## src/rtl/dmem_pkg.sv

```systemverilog
// dmem_pkg
//   Shared definitions for the data-memory arbiter slice.
//   - CMD_* : 8-bit memory command encodings driven on mem_cmd
//   - state_t : arbiter FSM states
//   - PORT_CPU / PORT_LDR : requester indices (also the encoding of last_grant)
package dmem_pkg;

  localparam logic [7:0] CMD_IDLE  = 8'h00;
  localparam logic [7:0] CMD_READ  = 8'h01;
  localparam logic [7:0] CMD_WRITE = 8'h02;

  typedef enum logic [1:0] {
    ST_IDLE,
    ST_ISSUE,
    ST_WAIT_RD
  } state_t;

  localparam logic PORT_CPU = 1'b0;
  localparam logic PORT_LDR = 1'b1;

endpackage

```

## src/rtl/dmem_arbiter_if.sv

```systemverilog
// dmem_arbiter_if
//   Bundles the two requester ports and the memory bus of dmem_arbiter.
//   Ports (signals):
//     req0/1, we0/1, addr0/1, wdata0/1 : requester transaction fields
//     gnt0/1, rvalid0/1, rdata, busy   : arbiter responses
//     mem_cmd, mem_addr, mem_wdata     : memory command bus
//     mem_rdata                        : memory read data
//   Modports:
//     master : the environment (requesters + memory) driving requests and read data
//     slave  : the arbiter serving them
interface dmem_arbiter_if #(
  parameter int DW = 8,
  parameter int AW = 8
);

  logic          req0;
  logic          req1;
  logic          we0;
  logic          we1;
  logic [AW-1:0] addr0;
  logic [AW-1:0] addr1;
  logic [DW-1:0] wdata0;
  logic [DW-1:0] wdata1;

  logic          gnt0;
  logic          gnt1;
  logic          rvalid0;
  logic          rvalid1;
  logic [DW-1:0] rdata;
  logic          busy;

  logic [7:0]    mem_cmd;
  logic [AW-1:0] mem_addr;
  logic [DW-1:0] mem_wdata;
  logic [DW-1:0] mem_rdata;

  modport master (
    output req0, req1, we0, we1, addr0, addr1, wdata0, wdata1,
    input  gnt0, gnt1, rvalid0, rvalid1, rdata, busy,
    input  mem_cmd, mem_addr, mem_wdata,
    output mem_rdata
  );

  modport slave (
    input  req0, req1, we0, we1, addr0, addr1, wdata0, wdata1,
    output gnt0, gnt1, rvalid0, rvalid1, rdata, busy,
    output mem_cmd, mem_addr, mem_wdata,
    input  mem_rdata
  );

endinterface

```

## src/rtl/rr_arb2.sv

```systemverilog
// rr_arb2
//   Combinational two-way winner select.
//   Ports:
//     req0, req1 : in  request lines of port 0 / port 1
//     last_grant : in  port that won the previous arbitration
//     grant      : out selected port (PORT_CPU / PORT_LDR), only meaningful when valid
//     valid      : out at least one port is requesting
module rr_arb2
  import dmem_pkg::*;
#(
  parameter int CPU_PRIORITY = 0
) (
  input  logic req0,
  input  logic req1,
  input  logic last_grant,
  output logic grant,
  output logic valid
);

  // A lone requester always wins. On a tie either port 0 wins outright
  // (fixed priority) or the port that did not win last time does.
  always_comb begin
    grant = PORT_CPU;
    if (req0 && req1) begin
      if (CPU_PRIORITY != 0) begin
        grant = PORT_CPU;
      end else begin
        grant = ~last_grant;
      end
    end else if (req1) begin
      grant = PORT_LDR;
    end
  end

  assign valid = req0 | req1;

endmodule

```

## src/rtl/dmem_arbiter.sv

```systemverilog
// dmem_arbiter
//   Shares a single-port data memory between the CPU (port 0) and the
//   loader/debug port (port 1). One transaction at a time: IDLE picks a
//   winner, ISSUE drives the command for one cycle with the grant pulse,
//   WAIT_RD counts out the memory read latency and returns the data with a
//   one-cycle rvalid pulse on the owning port. All outputs are registered.
//   Ports:
//     clk   : in  system clock, rising edge
//     rst_n : in  synchronous active-low reset
//     bus   : dmem_arbiter_if.slave (requesters, responses, memory bus)
//   Parameters:
//     DW, AW       : data / address width
//     MEM_RD_LAT   : cycles from READ command to valid mem_rdata (1..7)
//     CPU_PRIORITY : 1 = port 0 wins ties, 0 = round-robin
module dmem_arbiter
  import dmem_pkg::*;
#(
  parameter int DW           = 8,
  parameter int AW           = 8,
  parameter int MEM_RD_LAT   = 1,
  parameter int CPU_PRIORITY = 0
) (
  input logic           clk,
  input logic           rst_n,
  dmem_arbiter_if.slave bus
);

  if (MEM_RD_LAT < 1 || MEM_RD_LAT > 7) begin : g_bad_rd_lat
    $error("dmem_arbiter: MEM_RD_LAT must be in the range 1..7");
  end

  state_t        state;
  logic          last_grant;
  logic          cur_we;
  logic [2:0]    wait_cnt;

  logic          winner;
  logic          any_req;
  logic          sel_we;
  logic [AW-1:0] sel_addr;
  logic [DW-1:0] sel_wdata;

  rr_arb2 #(
    .CPU_PRIORITY(CPU_PRIORITY)
  ) u_arb (
    .req0      (bus.req0),
    .req1      (bus.req1),
    .last_grant(last_grant),
    .grant     (winner),
    .valid     (any_req)
  );

  // Transaction fields of whichever port the arbiter currently favours.
  assign sel_we    = (winner == PORT_LDR) ? bus.we1    : bus.we0;
  assign sel_addr  = (winner == PORT_LDR) ? bus.addr1  : bus.addr0;
  assign sel_wdata = (winner == PORT_LDR) ? bus.wdata1 : bus.wdata0;

  // Main FSM. Grant and rvalid default low every cycle so they pulse for
  // exactly one cycle. last_grant doubles as the owner of an outstanding
  // read, since no new arbitration happens until the read has returned.
  // mem_addr/mem_wdata/rdata are only written when a new value is meant to
  // appear, so they hold otherwise.
  always_ff @(posedge clk) begin
    if (!rst_n) begin
      state         <= ST_IDLE;
      last_grant    <= PORT_LDR;
      cur_we        <= 1'b0;
      wait_cnt      <= 3'd0;
      bus.gnt0      <= 1'b0;
      bus.gnt1      <= 1'b0;
      bus.rvalid0   <= 1'b0;
      bus.rvalid1   <= 1'b0;
      bus.rdata     <= '0;
      bus.busy      <= 1'b0;
      bus.mem_cmd   <= CMD_IDLE;
      bus.mem_addr  <= '0;
      bus.mem_wdata <= '0;
    end else begin
      bus.gnt0    <= 1'b0;
      bus.gnt1    <= 1'b0;
      bus.rvalid0 <= 1'b0;
      bus.rvalid1 <= 1'b0;
      case (state)
        ST_IDLE: begin
          if (any_req) begin
            state         <= ST_ISSUE;
            bus.busy      <= 1'b1;
            last_grant    <= winner;
            cur_we        <= sel_we;
            bus.mem_cmd   <= sel_we ? CMD_WRITE : CMD_READ;
            bus.mem_addr  <= sel_addr;
            bus.mem_wdata <= sel_wdata;
            bus.gnt0      <= (winner == PORT_CPU);
            bus.gnt1      <= (winner == PORT_LDR);
          end
        end
        ST_ISSUE: begin
          bus.mem_cmd <= CMD_IDLE;
          if (cur_we) begin
            state    <= ST_IDLE;
            bus.busy <= 1'b0;
          end else begin
            state    <= ST_WAIT_RD;
            wait_cnt <= 3'(MEM_RD_LAT);
          end
        end
        ST_WAIT_RD: begin
          // The count reaching 1 marks the edge at which mem_rdata is valid.
          if (wait_cnt == 3'd1) begin
            state       <= ST_IDLE;
            bus.busy    <= 1'b0;
            bus.rdata   <= bus.mem_rdata;
            bus.rvalid0 <= (last_grant == PORT_CPU);
            bus.rvalid1 <= (last_grant == PORT_LDR);
          end else begin
            wait_cnt <= wait_cnt - 3'd1;
          end
        end
        default: begin
          state       <= ST_IDLE;
          bus.busy    <= 1'b0;
          bus.mem_cmd <= CMD_IDLE;
        end
      endcase
    end
  end

endmodule
```

## src/flat_wrapper.sv

```systemverilog
// flat-port wrapper written by rule: the top's interface ports become plain ports
module dmem_arbiter_flat import dmem_pkg::*;
#(
  parameter int DW           = 8,
  parameter int AW           = 8,
  parameter int MEM_RD_LAT   = 1,
  parameter int CPU_PRIORITY = 0
)
  (clk, rst_n, bus_req0, bus_req1, bus_we0, bus_we1, bus_addr0, bus_addr1, bus_wdata0, bus_wdata1, bus_gnt0, bus_gnt1, bus_rvalid0, bus_rvalid1, bus_rdata, bus_busy, bus_mem_cmd, bus_mem_addr, bus_mem_wdata, bus_mem_rdata);
  dmem_arbiter_if #(.DW(DW), .AW(AW)) bus_i ();
  input logic clk;
  input logic rst_n;
  input wire logic [$bits(bus_i.req0)-1:0] bus_req0;
  input wire logic [$bits(bus_i.req1)-1:0] bus_req1;
  input wire logic [$bits(bus_i.we0)-1:0] bus_we0;
  input wire logic [$bits(bus_i.we1)-1:0] bus_we1;
  input wire logic [$bits(bus_i.addr0)-1:0] bus_addr0;
  input wire logic [$bits(bus_i.addr1)-1:0] bus_addr1;
  input wire logic [$bits(bus_i.wdata0)-1:0] bus_wdata0;
  input wire logic [$bits(bus_i.wdata1)-1:0] bus_wdata1;
  output wire logic [$bits(bus_i.gnt0)-1:0] bus_gnt0;
  output wire logic [$bits(bus_i.gnt1)-1:0] bus_gnt1;
  output wire logic [$bits(bus_i.rvalid0)-1:0] bus_rvalid0;
  output wire logic [$bits(bus_i.rvalid1)-1:0] bus_rvalid1;
  output wire logic [$bits(bus_i.rdata)-1:0] bus_rdata;
  output wire logic [$bits(bus_i.busy)-1:0] bus_busy;
  output wire logic [$bits(bus_i.mem_cmd)-1:0] bus_mem_cmd;
  output wire logic [$bits(bus_i.mem_addr)-1:0] bus_mem_addr;
  output wire logic [$bits(bus_i.mem_wdata)-1:0] bus_mem_wdata;
  input wire logic [$bits(bus_i.mem_rdata)-1:0] bus_mem_rdata;
  assign bus_i.req0 = bus_req0;
  assign bus_i.req1 = bus_req1;
  assign bus_i.we0 = bus_we0;
  assign bus_i.we1 = bus_we1;
  assign bus_i.addr0 = bus_addr0;
  assign bus_i.addr1 = bus_addr1;
  assign bus_i.wdata0 = bus_wdata0;
  assign bus_i.wdata1 = bus_wdata1;
  assign bus_gnt0 = bus_i.gnt0;
  assign bus_gnt1 = bus_i.gnt1;
  assign bus_rvalid0 = bus_i.rvalid0;
  assign bus_rvalid1 = bus_i.rvalid1;
  assign bus_rdata = bus_i.rdata;
  assign bus_busy = bus_i.busy;
  assign bus_mem_cmd = bus_i.mem_cmd;
  assign bus_mem_addr = bus_i.mem_addr;
  assign bus_mem_wdata = bus_i.mem_wdata;
  assign bus_i.mem_rdata = bus_mem_rdata;
  dmem_arbiter #(.DW(DW), .AW(AW), .MEM_RD_LAT(MEM_RD_LAT), .CPU_PRIORITY(CPU_PRIORITY)) u_core (.clk(clk), .rst_n(rst_n), .bus(bus_i));
endmodule
```

## config.mk

```make
export PLATFORM = sky130hd
export DESIGN_NAME = dmem_arbiter_flat
export DESIGN_NICKNAME = d
export VERILOG_FILES = /design/src/rtl/dmem_pkg.sv /design/src/rtl/dmem_arbiter_if.sv /design/src/rtl/rr_arb2.sv /design/src/rtl/dmem_arbiter.sv /design/src/flat_wrapper.sv
export SDC_FILE = /design/constraint.sdc
export NUM_CORES = 1
export LEC_CHECK = 0
export CAP_MARGIN = 20
export CORE_ASPECT_RATIO = 0.9
export CORE_MARGIN = 10
export CORE_UTILIZATION = 43
export CTS_CLUSTER_DIAMETER = 100
export CTS_CLUSTER_SIZE = 10
export DETAILED_ROUTE_END_ITERATION = 8
export PLACE_DENSITY = 0.87
export SLEW_MARGIN = 5
export SYNTH_ARGS = -nofsm -noshare
export SYNTH_HDL_FRONTEND = slang
export SYNTH_SLANG_ARGS = --single-unit
```

## constraint.sdc

```tcl
create_clock -name clk -period 2.5 [get_ports clk]
set_clock_uncertainty 0.05 [all_clocks]
set_input_delay 0.5 -clock clk [delete_from_list [all_inputs] [get_ports clk]]
set_output_delay 0.5 -clock clk [all_outputs]
set_load 0.005 [all_outputs]
```

# Yosys cells after proc, flatten, opt, wreduce, memory -nomap -nowiden
# Cells that the tools add are included.
# Widths: inputs -> output; s select.
# op_classes
add_sub_neg,1
n_eq_ne,8
mux,19
bitwise,4
n_reduce_logical,11
# ops
op,n
$mux 8,3
$pmux 8 s2,1
$reduce_and 3->1,4
$mux 2,4
$reduce_and 2->1,4
$mux 1,6
$mux 3,2
$ne 2x1->1 const B,3
$pmux 2 s3,1
$pmux 3 s2,1
$ne 2x2->1 const B,2
$eq 3x1->1 const B,1
$not 1->1,3
$pmux 1 s3,1
$sub 3x1->3 const B,1
$eq 2x1->1 const B,1
$eq 2x2->1 const B,1
$logic_not 2->1,1
$reduce_bool 2->1,1
$logic_and 1x1->1,1
$or 1x1->1,1
# word_totals
ff_bits,44
input_bits,46
output_inout_bits,37
elab_cells,56

# Longest topological paths before layout
# depth
word_depth,6
ltp_mapped,7
mapped_depth_nobuf,6

# Hierarchy
# From an unflattened synthesis, not the netlist that was laid out.
# unflattened
hier_cells,177
area_unflattened_um2,1727.9
# by_module_without_submodules
mod,n_inst,cells_per_inst,area_each_um2,seq_area_each_um2
dmem_arbiter,1,175,1714.1,760.7
rr_arb2,1,2,13.8,0.0

# Worst setup path after synthesis
# OpenSTA, ideal clock, no wires.
# synth_path
path_type,reg2reg
from,register u_core.state[0]
to,register u_core.wait_cnt[1]
setup_time_ns,0.070
arrival_ns,1.335
required_time_ns,2.380
slack_ns,1.045
path_stages_with_launch,7
path_buffers,0
period_less_slack_ns,1.455
cell_sequence,dfxtp_1 > inv_1 > ha_1 > a21boi_2 > nand2_1 > or3_1 > a21oi_1
# synth_via
elab_chain_len,3
word_cells_on_any_way,7
cone_classes,eq/ne: 4; mux: 1; reduce/logical: 2
# synth_lines
item,line,rtl
start: declaration,dmem_arbiter.sv:32,state_t state;
start signal: assignment,dmem_arbiter.sv:65,state <= ST_IDLE;
start signal: assignment,dmem_arbiter.sv:86,state <= ST_ISSUE;
start signal: assignment,dmem_arbiter.sv:100,state <= ST_IDLE;
$eq 2x2->1 or $eq 2x1->1 (tied branches),dmem_arbiter.sv:83,case (state)
$ne 2x2->1 (no source line) or $reduce_bool 2->1 (tied branches),n/a,
$reduce_and 3->1 (no source line),n/a,
end signal: assignment,dmem_arbiter.sv:104,wait_cnt <= 3'(MEM_RD_LAT);
end signal: assignment,dmem_arbiter.sv:116,wait_cnt <= wait_cnt - 3'd1;
end: declaration,dmem_arbiter.sv:35,logic [2:0] wait_cnt;
# Several ways; a longest one is shown, not always the timed one.
# A chain may end at the register's enable or synchronous reset.

# Worst setup path in the final report
# layout_path
from,input bus_req1
to,register u_core.bus.mem_addr[0]
# layout_via
elab_chain_len,3
word_cells_on_any_way,6
cone_classes,mux: 3; bitwise: 1; reduce/logical: 2
# layout_lines
item,line,rtl
start: declaration,flat_wrapper.sv:14,input wire logic [$bits(bus_i.req1)-1:0] bus_req1;
$mux 1 or $logic_and 1x1->1 (tied branches),"rr_arb2.sv:30, rr_arb2.sv:24",
$mux 1,rr_arb2.sv:24,if (req0 && req1) begin
$mux 8,dmem_arbiter.sv:55,assign sel_addr = (winner == PORT_LDR) ? bus.addr1 : bus.addr0;
end signal: assignment,dmem_arbiter.sv:91,bus.mem_addr <= sel_addr;
end: declaration,dmem_arbiter_if.sv:47,"output mem_cmd, mem_addr, mem_wdata,"
# Several ways; a longest one is shown, not always the timed one.

==> results.sh <==
export IMPL_post_synth_top_area_fraction=0.454
export IMPL_tritoncts="built"
export IMPL_place_port_buffers=76
export IMPL_drt_initial_drc_count=47
export IMPL_placedInstanceArea_um2=2420
export IMPL_netSwitchingPower_mw=0.421
export IMPL_timing_rr_start="u_core.state[0]"
export IMPL_critical_path_required_ns=2.61
export IMPL_synth_seq_cells=38
export IMPL_cts_repair_timing_setup_buffer_count=0
export IMPL_seq_area_frac_synth=0.454
export IMPL_gate_family_responsible_for_the_most_delay_along_the_worst_path="buffers and inverters"
export IMPL_hold_path_startpoint="u_core.wait_cnt[1]"
export IMPL_fp_dieW_um=85.8
export IMPL_total_power_mw=1.67
export IMPL_run_status="finished clean"
export IMPL_crit_chain="clkdlybuf4s50_1 -> a21boi_2 -> buf_4 -> mux2i_1 -> a21oi_1"
export IMPL_clock_fmax_mhz=563
export IMPL_tritoncts_num_buffers=5
export IMPL_antennaDiodeCount=0
export IMPL_setup_slack_of_the_worst_register_to_register_path_ns=0.85
export IMPL_wirelength_mm=4.21
export IMPL_die_height_um=79.2
export IMPL_utilization=0.680
export IMPL_global_route_wire_length_before_repair_mm=6.85
export IMPL_grt_start_max_net_pins=38
export IMPL_post_dr_wirelength_cell_um=14.2
export IMPL_powerDensity_nw_per_um2=659
export IMPL_route_detailed_vias_per_inst=4.81
export IMPL_start_kind="input port"
export IMPL_worst_r2r_path_depth=7
export IMPL_cp_max_fo=18
export IMPL_min_path_type="flip-flop to flip-flop"
export IMPL_cts_root_buf="sky130_fd_sc_hd__clkbuf_8"
export IMPL_ctsHtreeMaxLevel=2
export IMPL_arrival_ns=1.89
export IMPL_synth_distinct_cells=34
export IMPL_post_synth_top_area_cell="sky130_fd_sc_hd__dfxtp_1"
export IMPL_whs_path_depth=2
export IMPL_period_minus_slack_ns=1.78
export IMPL_pin_count=83
export IMPL_postSynth_topFlopCell="sky130_fd_sc_hd__dfxtp_1"
export IMPL_multiInputGateArea_um2=786
export IMPL_synth_enable_flop_cells=0
export IMPL_timing_hold_ws_ns=0.416
export IMPL_initial_utilization=0.449
export IMPL_switching_share=0.252
export IMPL_fp_dieArea_um2=6800
export IMPL_rsz_0062_raised_after_global_routing="no"
export IMPL_syn_to_final_growth_pct=51.5
export IMPL_nFillCells=296
export IMPL_grt_antenna_before_repair=0
export IMPL_synth_async_reset_ratio=0
export IMPL_core_um2=3730
export IMPL_synthesis_area_um2=1680
export IMPL_critical_path_reg2reg_endpoint="u_core.wait_cnt[1]"
export IMPL_stdcell_area_um2=2540
export IMPL_max_clock_path_buffers=2
export IMPL_clkPwrFrac=0.307
export IMPL_drc=0
export IMPL_seq_power_share=0.429
export IMPL_clock_sink_count=38
export IMPL_rows=21
export IMPL_total_congestion_overflow_after_global_routing=0
export IMPL_crit_type="input port to flip-flop"
export IMPL_timing_critical_path_slowest_cell_delay_ns=0.51
export IMPL_layout_area_seq_um2=761
export IMPL_comb_power_share=0.264
export IMPL_finalSetupViolations=0
export IMPL_static_leakage_power_nw=1.05
export IMPL_ctsHoldBuffers=0
export IMPL_vias=1429
export IMPL_global_route_usage_total=0.123
export IMPL_setup_total_negative_slack_ns=0
export IMPL_syn_inst=175
export IMPL_final_min_period_over_clock_period=0.711
export IMPL_detail_route_antenna_nets=0
export IMPL_maxCapViolations=0
export IMPL_post_route_cells_drive_above_1_share=0.0677
export IMPL_hpwl_mm=3.29
export IMPL_endpoint_kind="flip-flop"
export IMPL_final_max_slew_viol_count=0
export IMPL_whs_endpoint="u_core.wait_cnt[1]"
export IMPL_worstSkewPairLatency_ns=0.28
export IMPL_synthesis_area_per_instance_um2=9.57
export IMPL_clkSlewWorstSetupHoldPaths_ns=0.07
export IMPL_netlist_top_cells_area="sky130_fd_sc_hd__dfxtp_1, sky130_fd_sc_hd__mux2i_1, sky130_fd_sc_hd__a21oi_1"
export IMPL_critPathBufInv=2
export IMPL_drt_pre_antenna_iters=4
export IMPL_layout_nets=302
export IMPL_critical_path_slowest_cell="sky130_fd_sc_hd__clkdlybuf4s50_1"
export IMPL_vdd_ir_drop_worst_mv=0.480
export IMPL_cts_repair_resize_count=0
export IMPL_grt_pass1_vias=1438
export IMPL_place_congestion=0.723
export IMPL_ys_warnings_count=0
export IMPL_hold_viol_final=0
export IMPL_power_internal_mw=1.25
[synthesized netlist by cell type, types with 2 or more instances]
cell                        n
sky130_fd_sc_hd__o22ai_1    2
sky130_fd_sc_hd__o21ai_0   15
sky130_fd_sc_hd__nor3_1     3
sky130_fd_sc_hd__nand2_1    5
sky130_fd_sc_hd__buf_4      9
sky130_fd_sc_hd__and3_1     2
sky130_fd_sc_hd__mux2i_1   26
sky130_fd_sc_hd__inv_1      7
sky130_fd_sc_hd__a21oi_1   21
sky130_fd_sc_hd__nor2b_1    2
sky130_fd_sc_hd__o21ai_1    4
sky130_fd_sc_hd__clkbuf_1   3
sky130_fd_sc_hd__dfxtp_1   38
sky130_fd_sc_hd__a21boi_2   2
sky130_fd_sc_hd__ha_1       5
sky130_fd_sc_hd__nor2_1    12
sky130_fd_sc_hd__buf_2      2
[worst max path at each step]
stage / startpoint / to / slack, ns / cells after the start
finish: bus_req1 / u_core.bus.mem_addr[0] / 0.72 / 5
global route: bus_req1 / u_core.bus.mem_addr[0] / 0.60 / 5
CTS: bus_req1 / u_core.bus.mem_addr[2] / 0.73 / 5
detailed placement: bus_req1 / u_core.bus.mem_addr[2] / 0.42 / 5
global placement: bus_req1 / u_core.bus.mem_wdata[3] / 0.49 / 5
floorplan: u_core.state[0] / u_core.wait_cnt[1] / 1.05 / 6
[worst register-to-register path: cells and delay by family (launching register included)]
family / cells / cell delay [ns]
AO/OA/AOI/OAI: 1 / 0.14
adder cells (fa/ha/maj): 1 / 0.25
buffers and inverters: 2 / 0.29
flip-flops: 1 / 0.36
AND/OR/NAND/NOR: 3 / 0.50
[power by group through the flow]
stage	Combinational [mW]	Sequential (mW)	Clock (mW)
final	0.441	0.718	0.514
after global routing	0.494	0.728	0.553
after CTS	0.448	0.718	0.531
after detailed placement	0.446	0.731	0
after global placement	0.436	0.729	0
after floorplan	0.231	0.733	0
[sequential cells by signal (all words and copies together) (netlist names)]
name	cells
u_core.bus.rdata	8
u_core.cur_we	1
u_core.bus.mem_cmd	2
u_core.wait_cnt	3
u_core.state	2
u_core.bus.gnt0	1
u_core.bus.rvalid0	1
u_core.bus.mem_addr	8
u_core.bus.rvalid1	1
u_core.last_grant	1
u_core.bus.busy	1
u_core.bus.gnt1	1
u_core.bus.mem_wdata	8
[layout by cell type, fill, tap and decap left out, types with 2 or more instances in the layout]
cell type                         netlist  final
sky130_fd_sc_hd__clkdlybuf4s50_1        0     76
sky130_fd_sc_hd__dfxtp_1               38     38
sky130_fd_sc_hd__mux2i_1               26     26
sky130_fd_sc_hd__a21oi_1               21     21
sky130_fd_sc_hd__o21ai_0               15     15
sky130_fd_sc_hd__nor2_1                12     12
sky130_fd_sc_hd__inv_1                  7      7
sky130_fd_sc_hd__conb_1                 1      6
sky130_fd_sc_hd__clkbuf_8               0      6
sky130_fd_sc_hd__nand2_1                5      5
sky130_fd_sc_hd__ha_1                   5      5
sky130_fd_sc_hd__o21ai_1                4      4
sky130_fd_sc_hd__buf_4                  9      4
sky130_fd_sc_hd__nor3_1                 3      3
sky130_fd_sc_hd__a21boi_2               2      2
sky130_fd_sc_hd__o22ai_1                2      2
sky130_fd_sc_hd__and3_1                 2      2
[per-layer routing]
metal  wire length [um]  global-route usage  vias up  part of all wire
met5                  0                   0        -                 0
met4                 28              0.0493        0            0.0066
met3                339              0.0480        2             0.080
met2               1940               0.191       48              0.46
met1               1910               0.150      629              0.45
li1                   -                   -      750                 -
[through the flow]
stage / std cells / setup slack (ns)
2_1_floorplan: 180 / 1.05
3_3_place_gp: 290 / 0.487
3_5_place_dp: 290 / 0.422
4_1_cts: 297 / 0.729
5_1_grt: 297 / 0.603
6_report: 297 / 0.722
[layout make-up]
| type | count | area share |
|---|---|---|
| clock buffers | 6 | 0.0325 |
| inverters | 8 | 0.0118 |
| multi-input cells | 118 | 0.310 |
| flip-flops and latches | 38 | 0.300 |
| well taps | 46 | 0.0227 |
| repair buffers | 80 | 0.312 |
| clock inverters | 1 | 0.0118 |
[cell families (layout without fill, tap and decap cells)]
logic type	Yosys count	count (layout)	share of synthesized area
buf+inv	24	95	0.0896
flops	38	38	0.454
compound gates	50	50	0.172
fa+ha+maj	5	5	0.0373
mux	26	26	0.155
simple gates	31	31	0.0896
other cells	1	6	0.00224
Note: power is estimated with default switching activity, not from simulation.
